[src/rtl/nms_scan_ctrl_if.sv]
// Score-memory side of the NMS scan controller: reference address and
// neighbour select out, score read data back one cycle later.
interface nms_scan_ctrl_if #(
    parameter int SCORE_W = 8
);
    logic [14:0]        ref_addr;
    logic [3:0]         adj_num;
    logic [SCORE_W-1:0] score_rdata;

    modport master (
        output ref_addr,
        output adj_num,
        input  score_rdata
    );

    modport slave (
        input  ref_addr,
        input  adj_num,
        output score_rdata
    );
endinterface

[src/rtl/nms_scan_ctrl.sv]
// FAST-9 non-maximum suppression scan controller.
// Define NMS_EARLY_EXIT_EN to abandon a centre as soon as its outcome is known.
module nms_scan_ctrl #(
    parameter int COLUMNS = 180,
    parameter int ROWS    = 120,
    parameter int SCORE_W = 8
) (
    input  logic               clk,
    input  logic               reset,
    input  logic               start,
    nms_scan_ctrl_if.master    mem,
    output logic               busy,
    output logic               done,
    output logic               kp_valid,
    output logic [14:0]        kp_addr,
    output logic [SCORE_W-1:0] kp_score
);
    localparam int CW = $clog2(COLUMNS);
    localparam int RW = $clog2(ROWS);
    localparam logic [CW-1:0] COL_LAST = CW'(COLUMNS - 2);
    localparam logic [RW-1:0] ROW_LAST = RW'(ROWS - 2);
    localparam logic [14:0]   REF_OFS  = 15'(COLUMNS + 2);
    localparam logic [14:0]   FIRST    = 15'(COLUMNS + 1);

    typedef enum logic [2:0] {IDLE, ISSUE, DRAIN, NEXT, DONE} state_t;

    state_t state;
    state_t state_nx;

    logic [CW-1:0]      col;
    logic [RW-1:0]      row;
    logic [14:0]        centre;
    logic [3:0]         cnt;
    logic [SCORE_W-1:0] ctr_score;
    logic               max_ok;
    // p1: read presented on the bus, p2: its data is on score_rdata
    logic               p1_vld;
    logic               p2_vld;
    logic [3:0]         p2_adj;

    logic issue;
    logic adv;
    logic wrap;
    logic last;
    logic ctr_zero;
    logic nbr_fail;
    logic early;
    logic emit;

    // Classify the returning read and decide issue/advance for this cycle.
    always_comb begin
        ctr_zero = p2_vld && (p2_adj == 4'd0) && (mem.score_rdata == '0);
        nbr_fail = p2_vld && (p2_adj != 4'd0) && (mem.score_rdata >= ctr_score);
`ifdef NMS_EARLY_EXIT_EN
        early = ((state == ISSUE) || (state == DRAIN)) && (ctr_zero || nbr_fail);
`else
        early = 1'b0;
`endif
        issue = (state == ISSUE) && !early;
        adv   = (state == NEXT) || early;
        emit  = (state == NEXT) && max_ok && !nbr_fail;
        wrap  = (col == COL_LAST);
        last  = wrap && (row == ROW_LAST);
    end

    // Next-state logic; an advancing cycle always moves to the next centre.
    always_comb begin
        state_nx = state;
        unique case (state)
            IDLE:    if (start) state_nx = ISSUE;
            ISSUE:   if (cnt == 4'd8) state_nx = DRAIN;
            DRAIN:   state_nx = NEXT;
            NEXT:    state_nx = ISSUE;
            DONE:    state_nx = IDLE;
            default: state_nx = IDLE;
        endcase
        if (adv) state_nx = last ? DONE : ISSUE;
    end

    // State register.
    always_ff @(posedge clk) begin
        if (reset) state <= IDLE;
        else       state <= state_nx;
    end

    // Scan position, read pipeline tags and the running maximum test.
    always_ff @(posedge clk) begin
        if (reset) begin
            row       <= '0;
            col       <= '0;
            centre    <= '0;
            cnt       <= '0;
            ctr_score <= '0;
            max_ok    <= 1'b0;
            p1_vld    <= 1'b0;
            p2_vld    <= 1'b0;
            p2_adj    <= '0;
        end else begin
            p1_vld <= issue;
            p2_vld <= p1_vld && !early;
            p2_adj <= mem.adj_num;
            if (state == IDLE) begin
                row    <= RW'(1);
                col    <= CW'(1);
                centre <= FIRST;
                cnt    <= '0;
            end
            if (issue) cnt <= cnt + 4'd1;
            if (adv) begin
                cnt <= '0;
                if (wrap) begin
                    col    <= CW'(1);
                    row    <= row + RW'(1);
                    centre <= centre + 15'd3;
                end else begin
                    col    <= col + CW'(1);
                    centre <= centre + 15'd1;
                end
            end
            if (p2_vld && (p2_adj == 4'd0)) begin
                ctr_score <= mem.score_rdata;
                max_ok    <= !ctr_zero;
            end else if (nbr_fail) begin
                max_ok <= 1'b0;
            end
        end
    end

    // Registered outputs: memory request, status and keypoint strobe.
    always_ff @(posedge clk) begin
        if (reset) begin
            mem.ref_addr <= '0;
            mem.adj_num  <= '0;
            busy         <= 1'b0;
            done         <= 1'b0;
            kp_valid     <= 1'b0;
            kp_addr      <= '0;
            kp_score     <= '0;
        end else begin
            if (issue) begin
                mem.ref_addr <= centre + REF_OFS;
                mem.adj_num  <= cnt;
            end else if ((state == IDLE) || (state == DONE)) begin
                mem.ref_addr <= '0;
                mem.adj_num  <= '0;
            end
            busy     <= (state_nx != IDLE) || (state == DONE);
            done     <= (state == DONE);
            kp_valid <= emit;
            kp_addr  <= emit ? centre : '0;
            kp_score <= emit ? ctr_score : '0;
        end
    end
endmodule

[src/flat_wrapper.sv]
// flat-port wrapper written by rule: the top's interface ports become plain ports
module nms_scan_ctrl_flat 
#(
    parameter int COLUMNS = 180,
    parameter int ROWS    = 120,
    parameter int SCORE_W = 8
)
  (clk, reset, start, busy, done, kp_valid, kp_addr, kp_score, mem_ref_addr, mem_adj_num, mem_score_rdata);
  nms_scan_ctrl_if #(.SCORE_W(SCORE_W)) mem_i ();
  input  logic clk;
  input  logic reset;
  input  logic start;
  output logic busy;
  output logic done;
  output logic kp_valid;
  output logic [14:0] kp_addr;
  output logic [SCORE_W-1:0] kp_score;
  output wire logic [$bits(mem_i.ref_addr)-1:0] mem_ref_addr;
  output wire logic [$bits(mem_i.adj_num)-1:0] mem_adj_num;
  input wire logic [$bits(mem_i.score_rdata)-1:0] mem_score_rdata;
  assign mem_ref_addr = mem_i.ref_addr;
  assign mem_adj_num = mem_i.adj_num;
  assign mem_i.score_rdata = mem_score_rdata;
  nms_scan_ctrl #(.COLUMNS(COLUMNS), .ROWS(ROWS), .SCORE_W(SCORE_W)) u_core (.clk(clk), .reset(reset), .start(start), .mem(mem_i), .busy(busy), .done(done), .kp_valid(kp_valid), .kp_addr(kp_addr), .kp_score(kp_score));
endmodule
[config.mk]
export PLATFORM = sky130hd
export DESIGN_NAME = nms_scan_ctrl_flat
export DESIGN_NICKNAME = d
export VERILOG_FILES = /design/src/rtl/nms_scan_ctrl_if.sv /design/src/rtl/nms_scan_ctrl.sv /design/src/flat_wrapper.sv
export SDC_FILE = /design/constraint.sdc
export NUM_CORES = 1
export LEC_CHECK = 0
export ABC_AREA = 1
export BUFFER_PORTS_ARGS = -buffer_cell sky130_fd_sc_hd__buf_2
export CAP_MARGIN = 10
export CORE_UTILIZATION = 50
export DETAILED_ROUTE_END_ITERATION = 10
export GPL_ROUTABILITY_DRIVEN = 0
export MAX_ROUTING_LAYER = met4
export PLACE_DENSITY = 0.71
export SLEW_MARGIN = 0
export SYNTH_ARGS = -nofsm -noshare
export SYNTH_HDL_FRONTEND = slang
export SYNTH_SLANG_ARGS = --single-unit
[constraint.sdc]
create_clock -name clk -period 2.87 [get_ports clk]
set_input_delay 0 -clock clk [delete_from_list [all_inputs] [get_ports clk]]
set_output_delay 0 -clock clk [all_outputs]
set_load 0.02 [all_outputs]
# After elaboration in Yosys (flattened, before gate mapping)
# Cells that the tools add are included.
[classes] magnitude_cmp=1 addsub=6 muxes=22 n_reduce_logical=22 bitwise_logic=1 n_eq_ne=7
[op_table] operator="$mux W15" count=5
[op_table] operator="$mux W8" count=3
[op_table] operator="$mux W7" count=3
[op_table] operator="$mux W4" count=4
[op_table] operator="$add A15 B1 Y15 const B" count=1
[op_table] operator="$add A15 B2 Y15 const B" count=1
[op_table] operator="$add A15 B8 Y15 const B" count=1
[op_table] operator="$mux W3" count=4
[op_table] operator="$pmux W3 S3" count=1
[op_table] operator="$add A8 B1 Y8 const B" count=1
[op_table] operator="$eq A8 B8 Y1 const B" count=1
[op_table] operator="$ge A8 B8 Y1" count=1
[op_table] operator="$logic_not A8 Y1" count=1
[op_table] operator="$reduce_bool A2 Y1" count=4
[op_table] operator="$add A7 B1 Y7 const B" count=1
[op_table] operator="$eq A7 B7 Y1 const B" count=1
[op_table] operator="$logic_and A1 B1 Y1" count=7
[op_table] operator="$eq A3 B2 Y1 const B" count=2
[op_table] operator="$add A4 B1 Y4 const B" count=1
[op_table] operator="$eq A4 B4 Y1 const B" count=1
[op_table] operator="$logic_not A4 Y1" count=1
[op_table] operator="$reduce_bool A4 Y1" count=1
[op_table] operator="$reduce_or A2 Y1" count=2
[op_table] operator="$eq A3 B1 Y1 const B" count=1
[op_table] operator="7 further kinds" count=10
[word_totals] regBits=97 word_cells=76

# Longest topological paths before layout
# Gate-level depths: netlist of the first run.
[depth] word_depth=7 depth_mapped=15 ltp_nobuf=15

# Least setup slack after synthesis of the first run
# Ideal clock, no wire load.
[synth_path] path_kind="register -> register" startpoint="register u_core.col[0]" endpoint="register u_core.centre[13]" setup_time_ps=116 n_path_buf=0 required_ps=2754 path_slack_ps=923 arrival_time_ps=1830 path_stages_with_launch=15 cell_sequence="dfxtp_1 > inv_1 > ha_1 > nand2_1 > nor2_1 > nand2_1 > inv_1 > ha_1 > a21oi_1 > nor2_4 > nand2_1 > nor2_2 > nand2_1 > o21ai_0 > nand2_1"
[synth_between] elab_chain_len=3
[synth_rtl] element="from (decl)" line_no="nms_scan_ctrl.sv:30" rtl="logic [CW-1:0] col;"
[synth_rtl] element="from (signal assigned)" line_no="nms_scan_ctrl.sv:116" rtl="col <= col + CW'(1);"
[synth_rtl] element="$eq A8 B8 Y1" line_no="nms_scan_ctrl.sv:62" rtl="wrap = (col == COL_LAST);"
[synth_rtl] element="$mux W15" line_no="nms_scan_ctrl.sv:111" rtl="if (wrap) begin"
[synth_rtl] element="$mux W15" line_no="nms_scan_ctrl.sv:109" rtl="if (adv) begin"
[synth_rtl] element="to (signal assigned)" line_no="nms_scan_ctrl.sv:114" rtl="centre <= centre + 15'd3;"
[synth_rtl] element="to (signal assigned)" line_no="nms_scan_ctrl.sv:117" rtl="centre <= centre + 15'd1;"
[synth_rtl] element="to (decl)" line_no="nms_scan_ctrl.sv:32" rtl="logic [14:0] centre;"
# Every way passes these cells.
# A chain may end at the register's enable or synchronous reset.

# Worst setup path after layout of the first run
# Ends and elaborated chain as after synthesis.

==> metrics, run 1 <==
final hold vios 0; async set-or-reset flop fraction in the synthesized netlist 0%; Final nets 635; Net Sw Power just under 0.6 mW; actual slew at the worst max-slew pin between 800 and 900 ps; CTS tree done; Detailed Route Iter0 Violations 170; starting density of the core 52.6%; Netlist Area Pre-Place a little over 4000 µm²; vias in the first global route 3492; floorplan die width 92.8 µm; DIE HEIGHT a little over 90 µm; max capacitance violation total 0; kind of critical path reg2reg; worst path bufs/invs 2; sequential share of the synthesized area between 40% and 50%; result of the run finished, final reports clean; library cell used as clock root buffer sky130_fd_sc_hd__clkbuf_8; worst vdd ir around 0.00027 V; Syn Inst Count about 540; maximum clock insertion buffer count 2; design area roughly 4800 µm²; static leakage slightly above 2 nW; endpoints failing setup 0; total count of max-transition violations in the final report 0; routed via count divided by cell count ~5.2; share of the clock period used by the worst path roughly three quarters; final worst hold slack 149 ps; die footprint 8620 µm²; Most Frequent Cell on Critical Path sky130_fd_sc_hd__nand2_1; placed standard-cell area between 4000 and 5000 µm²; Final HPWL DP around 6.6 mm; worst-path fanout max 5; wire length of the first global-routing pass 15.6 mm; Synthesis Warnings 0; fill cell instance count of the final layout between 700 and 800; dominant cell type by area after synthesis sky130_fd_sc_hd__dfxtp_1; leading post-synthesis cells by instance count sky130_fd_sc_hd__nand2_1 (99), sky130_fd_sc_hd__dfxtp_1 (97), sky130_fd_sc_hd__inv_1 (75); endpoint arrival time on the critical path ~2500 ps; highest cell delay on the worst timing path 370 ps; critical path endpoint category flip-flop; worst max-slew margin expressed relative to the limit between 40 and 50%; Top delay family on crit path simple AND/OR/NAND/NOR gates; post-synthesis to final-layout area growth 15.7%; critical path data required time between 3000 and 4000 ps; vias after detailed routing 3683; ant diodes 0; grt total ovfl 0; Clk pin slew, worst setup/hold paths roughly 90 ps; Clock Latency Late Sink 360 ps; total negative slack 0 ps; largest net degree at the start of global routing 41; number of different library cells in the post-synthesis netlist 35; setup slack after placement 673 ps; power per cell area between 500 and 600 nW/µm²; final routed DRC violation total 0; antenna viol nets, final 0; power share of the combinational group roughly 7%; share of layout cells above drive strength 1 a little over an eighth; Core Box Area a little under 8000 µm²; cell types with the largest area share after synthesis sky130_fd_sc_hd__dfxtp_1 (47%), sky130_fd_sc_hd__nand2_1 (9.0%), sky130_fd_sc_hd__inv_1 (6.8%); initial antenna violation count 0; sequential cell fraction of total power between 50% and 60%; buffers inserted by post-CTS timing repair 0; number of clock buffers inserted by TritonCTS 9; setup repair after global routing missed its margin false; worst path setup slack after routing 661 ps; routed length per placed instance 12.9 µm; library cell with the highest instance count after synthesis sky130_fd_sc_hd__nand2_1; net count after synthesis 572; number of sinks driven by the clock tree 97; cell internal power dissipation ~1.9 mW; number of synthesized register bits 97; overall track demand over capacity in global routing between 20% and 30%; maximum clock skew at final layout just under 10 ps; ordered list of cells on the worst path inv_1, ha_1, nand2_1, nor2_1, nand2_1, inv_1, ha_1, a21oi_1, nor2_4, nand2_1, nor2_2, nand2_1, o21ai_0, nand2_1; prevailing post-synth register cell sky130_fd_sc_hd__dfxtp_1; Max Freq roughly 0.45 GHz; Routed WL 9.21 mm; number of H-tree levels 3; number of cells in the finished layout apart from fillers between 700 and 800; type of the most critical hold path in2reg; portion of synthesized cell area occupied by the leading cell type between 40% and 50%; Core Rows 32; clock power share 36.1%; Ports 56; number of search-and-repair iterations in the first detailed-routing pass 5; average cell area after synthesis roughly 7.6 µm²; type of element launching the critical path flip-flop; EDFF count, synth 0; final critical-path required period around 2200 ps; number of input and output port buffers inserted between 50 and 60; Max stage delay cell, worst path sky130_fd_sc_hd__dfxtp_1; placed cell count 689; switching portion of total power 24.2%
==> path summary, 6_finish.rpt <==
path	startpoint	slack, ps	cells past startpoint	to
worst max-delay path	u_core.col[0]	660	14	u_core.centre[13]
worst min-delay path	start	150	5	u_core.state[0]
worst max register to register	u_core.col[0]	660	14	u_core.centre[13]
worst min register to register	u_core.p1_vld	410	2	u_core.p2_vld
==> timing repair <==
item                                    4_1_cts  5_1_grt
hold endpoints to repair                     10        0
resized for setup                             0        0
hold buffers                                  9        0
endpoints found under the setup margin        0        0
==> cell usage in the layout (no fill, tap or decap), types with 2 or more instances in the layout <==
master,Yosys,final
sky130_fd_sc_hd__a211oi_1,5,5
sky130_fd_sc_hd__a21oi_1,34,34
sky130_fd_sc_hd__a22o_1,2,2
sky130_fd_sc_hd__a31oi_1,4,4
sky130_fd_sc_hd__buf_2,6,55
sky130_fd_sc_hd__buf_4,0,3
sky130_fd_sc_hd__clkbuf_8,0,10
sky130_fd_sc_hd__clkinv_2,0,2
sky130_fd_sc_hd__clkinvlp_4,0,2
sky130_fd_sc_hd__dfxtp_1,97,97
sky130_fd_sc_hd__dlygate4sd3_1,0,9
sky130_fd_sc_hd__ha_1,16,16
sky130_fd_sc_hd__inv_1,75,75
sky130_fd_sc_hd__nand2_1,99,99
sky130_fd_sc_hd__nand3_1,40,40
sky130_fd_sc_hd__nand4_1,6,6
sky130_fd_sc_hd__nor2_1,63,63
sky130_fd_sc_hd__nor2_2,4,4
sky130_fd_sc_hd__nor2_4,4,4
sky130_fd_sc_hd__nor3_1,17,17
sky130_fd_sc_hd__o21ai_0,39,39
sky130_fd_sc_hd__o21ai_1,4,4
sky130_fd_sc_hd__o22ai_1,3,3
sky130_fd_sc_hd__xor2_1,4,4
==> kinds of logic (layout without fill, tap and decap cells) <==
group / Yosys count / in the layout / share of synthesized area (%)
compound gates: 97 / 97 / 12.9
buf+inv: 91 / 159 / 8.50
fa+ha+maj: 17 / 17 / 5.34
flops: 97 / 97 / 47.1
xor+xnor: 4 / 4 / 0.849
simple gates: 238 / 238 / 25.3
==> stage by stage <==
step	power [mW]	utilization, %
2_1_floorplan	1.53	-
3_5_place_dp	1.59	57.1
6_report	2.45	60.8
3_3_place_gp	1.58	57.1
5_1_grt	2.55	60.8
4_1_cts	2.46	60.8
==> power by group through the flow <==
stage          Sequential [mW]  Clock (mW)  Combinational (mW)
2_1_floorplan             1.42           0               0.110
4_1_cts                   1.39       0.896               0.177
3_3_place_gp              1.42           0               0.163
5_1_grt                   1.39       0.959               0.199
6_report                  1.39       0.882               0.176
3_5_place_dp              1.42           0               0.166
==> tightest hold or removal path, delay by kind of cell <==
| kind | cells | cell delay, ps |
|---|---|---|
| AO/OA/AOI/OAI | 3 | 320 |
| buffers and inverters | 1 | 80 |
| AND/OR/NAND/NOR | 1 | 80 |
==> state kept, by name, summed over array words and instances, names as in the netlist, 3 cells and up <==
name,flops
u_core.centre,15
u_core.cnt,4
u_core.col,8
u_core.ctr_score,8
u_core.kp_addr,15
u_core.kp_score,8
u_core.mem.adj_num,4
u_core.mem.ref_addr,15
u_core.p2_adj,4
u_core.row,7
u_core.state,3
==> final cells by class <==
class,count,area [µm²],area share [%]
clock inverter,5,55.1,1.15
inverter,76,285,5.98
sequential,97,1940,40.7
clock buffer,11,141,2.96
tap,102,128,2.68
multi-input combinational,356,1830,38.4
timing repair buffer,67,388,8.13
==> per-layer routing <==
layer	wire length, µm	track usage [%]	vias up
li1	-	-	1894
met1	4400	29.3	1687
met2	4240	37.9	91
met3	460	3.94	11
met4	112	8.33	0
met5	0	-	-
(Power assumes the default switching activity.)
==> run 2, diff against run 1 <==
Clock period 2.87 ns to 2.3 ns, I/O delays scaled along.
==> run 2 against run 1 <==
Net effect: maximum frequency grew 3.1%; design area grew 1.0%; via count is essentially flat; worst setup slack lost 500 ps; sequential share of layout area shrank 0.41 points; clock skew grew 4.6 ps; total power grew 31%; register-to-register slack lost 500 ps; largest cell class unchanged.
==> metrics, run 2 (synthesis gave the netlist of run 1 again) <==
maximum clock skew at final layout 14.2 ps (+4.60 ps); cell internal power dissipation 2.41 mW (+30%); actual slew at the worst max-slew pin 459 ps (-430 ps); critical path data required time 2560 ps (-570 ps); Detailed Route Iter0 Violations 234 (+38%); worst vdd ir 0.000380 V (+38%); power per cell area 667 nW/µm² (+30%); number of sinks driven by the clock tree 97 (unchanged); vias after detailed routing 3685 (+0.054%); routed via count divided by cell count 5.14 (-0.36%); Ports 56 (unchanged); Routed WL 9.21 mm (unchanged); Clock Latency Late Sink 370 ps (about the same); Core Box Area 7850 µm² (unchanged); Clk pin slew, worst setup/hold paths 100 ps (about the same); starting density of the core 52.6% (unchanged); total count of max-transition violations in the final report 0 (unchanged); most frequent standard cell in the layout excluding fill and tap cells sky130_fd_sc_hd__nand2_1; WL met1 4.51 mm (+2.5%); Most Frequent Cell on Critical Path sky130_fd_sc_hd__nand2_1; overall track demand over capacity in global routing 23.4% (+0.11 points); final critical-path required period 2140 ps (-67.4 ps); register-to-register setup slack 160 ps (-500 ps); highest cell delay on the worst timing path 370 ps (about the same); most frequent cells in the layout sky130_fd_sc_hd__nand2_1 (99), sky130_fd_sc_hd__dfxtp_1 (97), sky130_fd_sc_hd__inv_1 (74); result of the run finished, final reports clean; ant diodes 0 (unchanged); top layer in use met4; grt total ovfl 0 (unchanged); library cell used as clock root buffer sky130_fd_sc_hd__clkbuf_8; wire length of the first global-routing pass 15.6 mm (-0.58%); ordered list of cells on the worst path inv_1, ha_1, nand2_1, nor2_1, nand2_1, inv_2, ha_1, a21oi_1, nor2_4, nand2_1, nor2_2, nand2_1, o21ai_0, nand2_1; floorplan die width 92.8 µm (unchanged); length of routed met2 wiring 4.12 mm (-2.7%); number of input and output port buffers inserted 55 (unchanged); share of layout cells above drive strength 1 14.5% (+0.91 points); amount of wire on met3 after detailed routing 377 µm (-18%); endpoint arrival time on the critical path 2410 ps (-50 ps); largest net degree at the start of global routing 31 (-24%); number of clock buffers inserted by TritonCTS 9 (unchanged); Final HPWL DP 6.52 mm (-0.54%); type of element launching the critical path flip-flop; critical path endpoint category flip-flop; routed length per placed instance 12.8 µm (-0.42%); total negative slack 0 ps (unchanged); Final nets 638 (+0.47%); switching portion of total power 24.9% (+0.74 points); number of H-tree levels 3 (unchanged); max capacitance violation total 0 (unchanged); setup repair after global routing missed its margin false; number of search-and-repair iterations in the first detailed-routing pass 5 (unchanged); static leakage 2.10 nW (+1.4%); worst-path fanout max 5 (unchanged); worst max-slew margin expressed relative to the limit 69.1% (+29 points); power share of the combinational group 6.9% (-0.3 points); CTS tree done; antenna viol nets, final 0 (unchanged); DIE HEIGHT 92.8 µm (unchanged); Max Freq 0.467 GHz (+3.1%); Largest regs u_core.centre (15), u_core.kp_addr (15), u_core.mem.ref_addr (15); worst path bufs/invs 2 (unchanged); final hold vios 0 (unchanged); post-synthesis to final-layout area growth 16.9%; Max stage delay cell, worst path sky130_fd_sc_hd__dfxtp_1; Core Rows 32 (unchanged); kind of critical path reg2reg; die footprint 8620 µm² (unchanged); vias in the first global route 3428 (-1.8%); share of the clock period used by the worst path 93.1% (+16 points); final routed DRC violation total 0 (unchanged); Top delay family on crit path simple AND/OR/NAND/NOR gates; Net Sw Power 0.801 mW (+35%); initial antenna violation count 0 (unchanged); buffers inserted by post-CTS timing repair 0 (unchanged); clock power share 39.2% (+3.1 points); fill cell instance count of the final layout 736 (-1.5%); endpoints failing setup 0 (unchanged); type of the most critical hold path in2reg; sequential cell fraction of total power 53.9% (-2.9 points); final worst hold slack 107 ps (-41.7 ps); maximum clock insertion buffer count 2 (unchanged)
==> run 2: changes by cell type in the layout (fill, tap and decap cells not counted), sizes merged <==
cell / before / now
buf: 58 / 62
bufinv: 1 / 2
clkbuf: 11 / 9
clkinv: 2 / 1
clkinvlp: 2 / 1
dlygate4sd3: 9 / 8
inv: 76 / 79
==> run 2: final cells by class <==
type	instances	area (µm²)	area share, %
clock buffer	9	124	2.57
clock inverter	7	101	2.10
multi-input combinational	356	1830	38.0
tap	102	128	2.65
inverter	76	285	5.92
sequential	97	1940	40.3
timing repair buffer	70	408	8.46
==> run 2: what timing repair did <==
| action | CTS | global route |
|---|---|---|
| resized for setup | 0 | 1 |
| hold buffers | 8 | 0 |
| setup endpoints to repair | 0 | 4 |
| hold endpoints to repair | 8 | 0 |
==> run 2: power by group through the flow <==
| stage | combinational, mW | clock, mW | sequential, mW |
|---|---|---|---|
| global route | 0.255 | 1.35 | 1.74 |
| detailed placement | 0.211 | 0 | 1.77 |
| global placement | 0.207 | 0 | 1.77 |
| finish | 0.223 | 1.26 | 1.73 |
| floorplan | 0.137 | 0 | 1.78 |
| CTS | 0.222 | 1.28 | 1.73 |
==> run 2: layer usage <==
| layer | up-vias | track usage (%) |
|---|---|---|
| met5 | - | - |
| met4 | 0 | 9.74 |
| met3 | 13 | 3.45 |
| met2 | 83 | 37.1 |
| met1 | 1690 | 30.0 |
| li1 | 1899 | - |
==> run 2: worst min-delay path, cell delays in order <==
cell,delay (ps)
sky130_fd_sc_hd__buf_2,90
sky130_fd_sc_hd__inv_1,170
sky130_fd_sc_hd__o21ai_0,130
sky130_fd_sc_hd__a21oi_1,40
==> run 2: path summary, 6_finish.rpt <==
kind / startpoint / to / cells after the start
setup / recovery: u_core.col[0] / u_core.centre[13] / 14
hold / removal: reset / u_core.centre[8] / 4
setup reg to reg: u_core.col[0] / u_core.centre[13] / 14
hold reg to reg: u_core.p1_vld / u_core.p2_vld / 2
==> run 2: stage by stage <==
| stage | utilization (%) | std cells | worst slack (ps) | power, mW | instance area (µm²) |
|---|---|---|---|---|---|
| 2_1_floorplan | - | 544 | 353 | 1.91 | 4120 |
| 3_3_place_gp | 57.5 | 693 | 207 | 1.98 | 4510 |
| 3_5_place_dp | 57.5 | 693 | 148 | 1.98 | 4510 |
| 4_1_cts | 61.4 | 717 | 118 | 3.24 | 4820 |
| 5_1_grt | 61.4 | 717 | 35.7 | 3.34 | 4820 |
| 6_report | 61.4 | 717 | 158 | 3.22 | 4820 |
==> run 3, diff against run 2 <==
Settings changed: REMOVE_ABC_BUFFERS from default to 1.
==> run 3 against run 2 <==
Net effect: maximum frequency rose by 3.5%; combinational power barely moved; wire length fell by 0.87%; core utilization fell by 0.064 points; design area fell by 0.10%; global-route usage fell by 0.48 points; sequential cell count did not move.
==> metrics, run 3 (synthesis gave the netlist of run 1 again) <==
result of the run finished, final reports clean; vias after detailed routing 3669 (-0.43%); area of the multi-input gates 1850 µm² (+0.75%); maximum clock skew at final layout 9.27 ps (-4.97 ps); ordered list of cells on the worst path inv_1, ha_1, nand2_1, nor2_1, nand2_2, inv_2, ha_1, a21oi_2, nor2_4, nand2_1, nor2_2, nand2_2, nor2_1, nand3_1, nand2_1; worst vdd ir 0.000335 V (-12%); Top delay family on crit path simple AND/OR/NAND/NOR gates; total count of max-transition violations in the final report 0 (unchanged); number of cells in the finished layout apart from fillers 717 (unchanged); total negative slack 0 ps (unchanged); final critical-path required period 2070 ps (-72.2 ps); starting density of the core 52.6% (unchanged); most frequent cells in the layout sky130_fd_sc_hd__nand2_1 (97), sky130_fd_sc_hd__dfxtp_1 (97), sky130_fd_sc_hd__inv_1 (74); worst max-slew margin expressed relative to the limit 64.6% (-4.5 points); placed cell count 693 (unchanged); worst-path fanout max 5 (unchanged); library cell used as clock root buffer sky130_fd_sc_hd__clkbuf_8; Ports 56 (unchanged); Max Freq 0.483 GHz (+3.5%); Core Box Area 7850 µm² (unchanged); wire length of the first global-routing pass 15.1 mm (-2.7%); floorplan die width 92.8 µm (unchanged); DIE HEIGHT 92.8 µm (unchanged); Final nets 638 (unchanged); design area 4810 µm² (-0.10%); final routed DRC violation total 0 (unchanged); amount of wire on met3 after detailed routing 369 µm (-2.1%); number of search-and-repair iterations in the first detailed-routing pass 5 (unchanged); largest net degree at the start of global routing 41 (+32%); power per cell area 645 nW/µm² (-3.3%); post-synthesis to final-layout area growth 16.7%; number of input and output port buffers inserted 55 (unchanged); highest cell delay on the worst timing path 360 ps (about the same); Largest regs u_core.centre (15), u_core.kp_addr (15), u_core.mem.ref_addr (15); routed length per placed instance 12.7 µm (-0.87%); placed standard-cell area 4510 µm² (unchanged); Final HPWL DP 6.35 mm (-2.6%); type of element launching the critical path flip-flop; grt total ovfl 0 (unchanged); Routed WL 9.13 mm (-0.87%); static leakage 2.09 nW (-0.24%); kind of critical path reg2reg; area taken by flip-flops and latches 1940 µm² (unchanged); endpoint arrival time on the critical path 2380 ps (-30 ps); final hold vios 0 (unchanged); worst path bufs/invs 2 (unchanged); endpoints failing setup 0 (unchanged); top layer in use met4; share of layout cells above drive strength 1 14.8% (+0.33 points); type of the most critical hold path in2reg; fill cell instance count of the final layout 741 (+0.68%); maximum clock insertion buffer count 2 (unchanged); critical path endpoint category flip-flop; overall track demand over capacity in global routing 23.0% (-0.48 points); length of routed met2 wiring 4.36 mm (+5.9%); antenna viol nets, final 0 (unchanged); buffers inserted by post-CTS timing repair 0 (unchanged); initial antenna violation count 0 (unchanged); number of sinks driven by the clock tree 97 (unchanged); Detailed Route Iter0 Violations 156 (-33%); max capacitance violation total 0 (unchanged); number of clock buffers inserted by TritonCTS 9 (unchanged); share of the clock period used by the worst path 90.0% (-3.1 points); Core Rows 32 (unchanged); die footprint 8620 µm² (unchanged); WL met1 4.25 mm (-5.8%); number of H-tree levels 3 (unchanged); vias in the first global route 3466 (+1.1%); Clock Latency Late Sink 360 ps (about the same); Most Frequent Cell on Critical Path sky130_fd_sc_hd__nand2_1; routed via count divided by cell count 5.12 (-0.43%); ant diodes 0 (unchanged); actual slew at the worst max-slew pin 529 ps (+69.9 ps); power consumption 3.11 mW (-3.4%); fraction of the core area covered by cells at the end of the flow 61.4% (-0.064 points); critical path data required time 2610 ps (+50 ps); CTS tree done; Max stage delay cell, worst path sky130_fd_sc_hd__dfxtp_1; Clk pin slew, worst setup/hold paths 90 ps (about the same)
## run 3: per-stage QoR
step | hold WS (ps) | worst slack (ps)
floorplan | 69.1 | 352
global placement | 309 | 233
detailed placement | 320 | 149
CTS | 10.7 | 125
global route | 21.7 | -2.74
finish | 16.4 | 230
## run 3: repair_timing
item	4_1_cts	5_1_grt
gates resized for setup	0	6
setup endpoints to repair	0	4
hold buffers	8	0
hold endpoints to repair	13	0
## run 3: where the power goes
group / internal (mW) / switching, mW
Sequential: 1.71 / 0.0225
Clock: 0.570 / 0.581
Combinational: 0.0774 / 0.147
## run 3: cell type report
class,instances,share of cell area [%]
repair buffers,70,8.47
clock inverters,3,0.988
well taps,102,2.65
flip-flops and latches,97,40.3
inverters,76,5.93
clock buffers,13,3.30
multi-input cells,356,38.3
## run 3: layer usage
metal / global-route usage, % / up-vias
met2: 39.3 / 78
met4: 8.08 / 0
met1: 26.8 / 1682
li1: - / 1898
met3: 4.43 / 11
met5: - / -
## run 3: worst reg2reg max path, delay by kind of cell (launching register included)
| family | cells | cell delay [ps] |
|---|---|---|
| and+or+nand+nor | 10 | 960 |
| adders and majority gates | 2 | 490 |
| DFF | 1 | 360 |
| buffers and inverters | 2 | 150 |
| AOI/OAI and AO/OA | 1 | 70 |
## run 3: final timing paths
check	start	end	slack (ps)	cells after the start
setup / recovery	u_core.col[0]	u_core.centre[13]	230	15
hold / removal	mem_score_rdata[4]	u_core.ctr_score[4]	20	3
setup reg to reg	u_core.col[0]	u_core.centre[13]	230	15
hold reg to reg	u_core.p1_vld	u_core.p2_vld	420	2
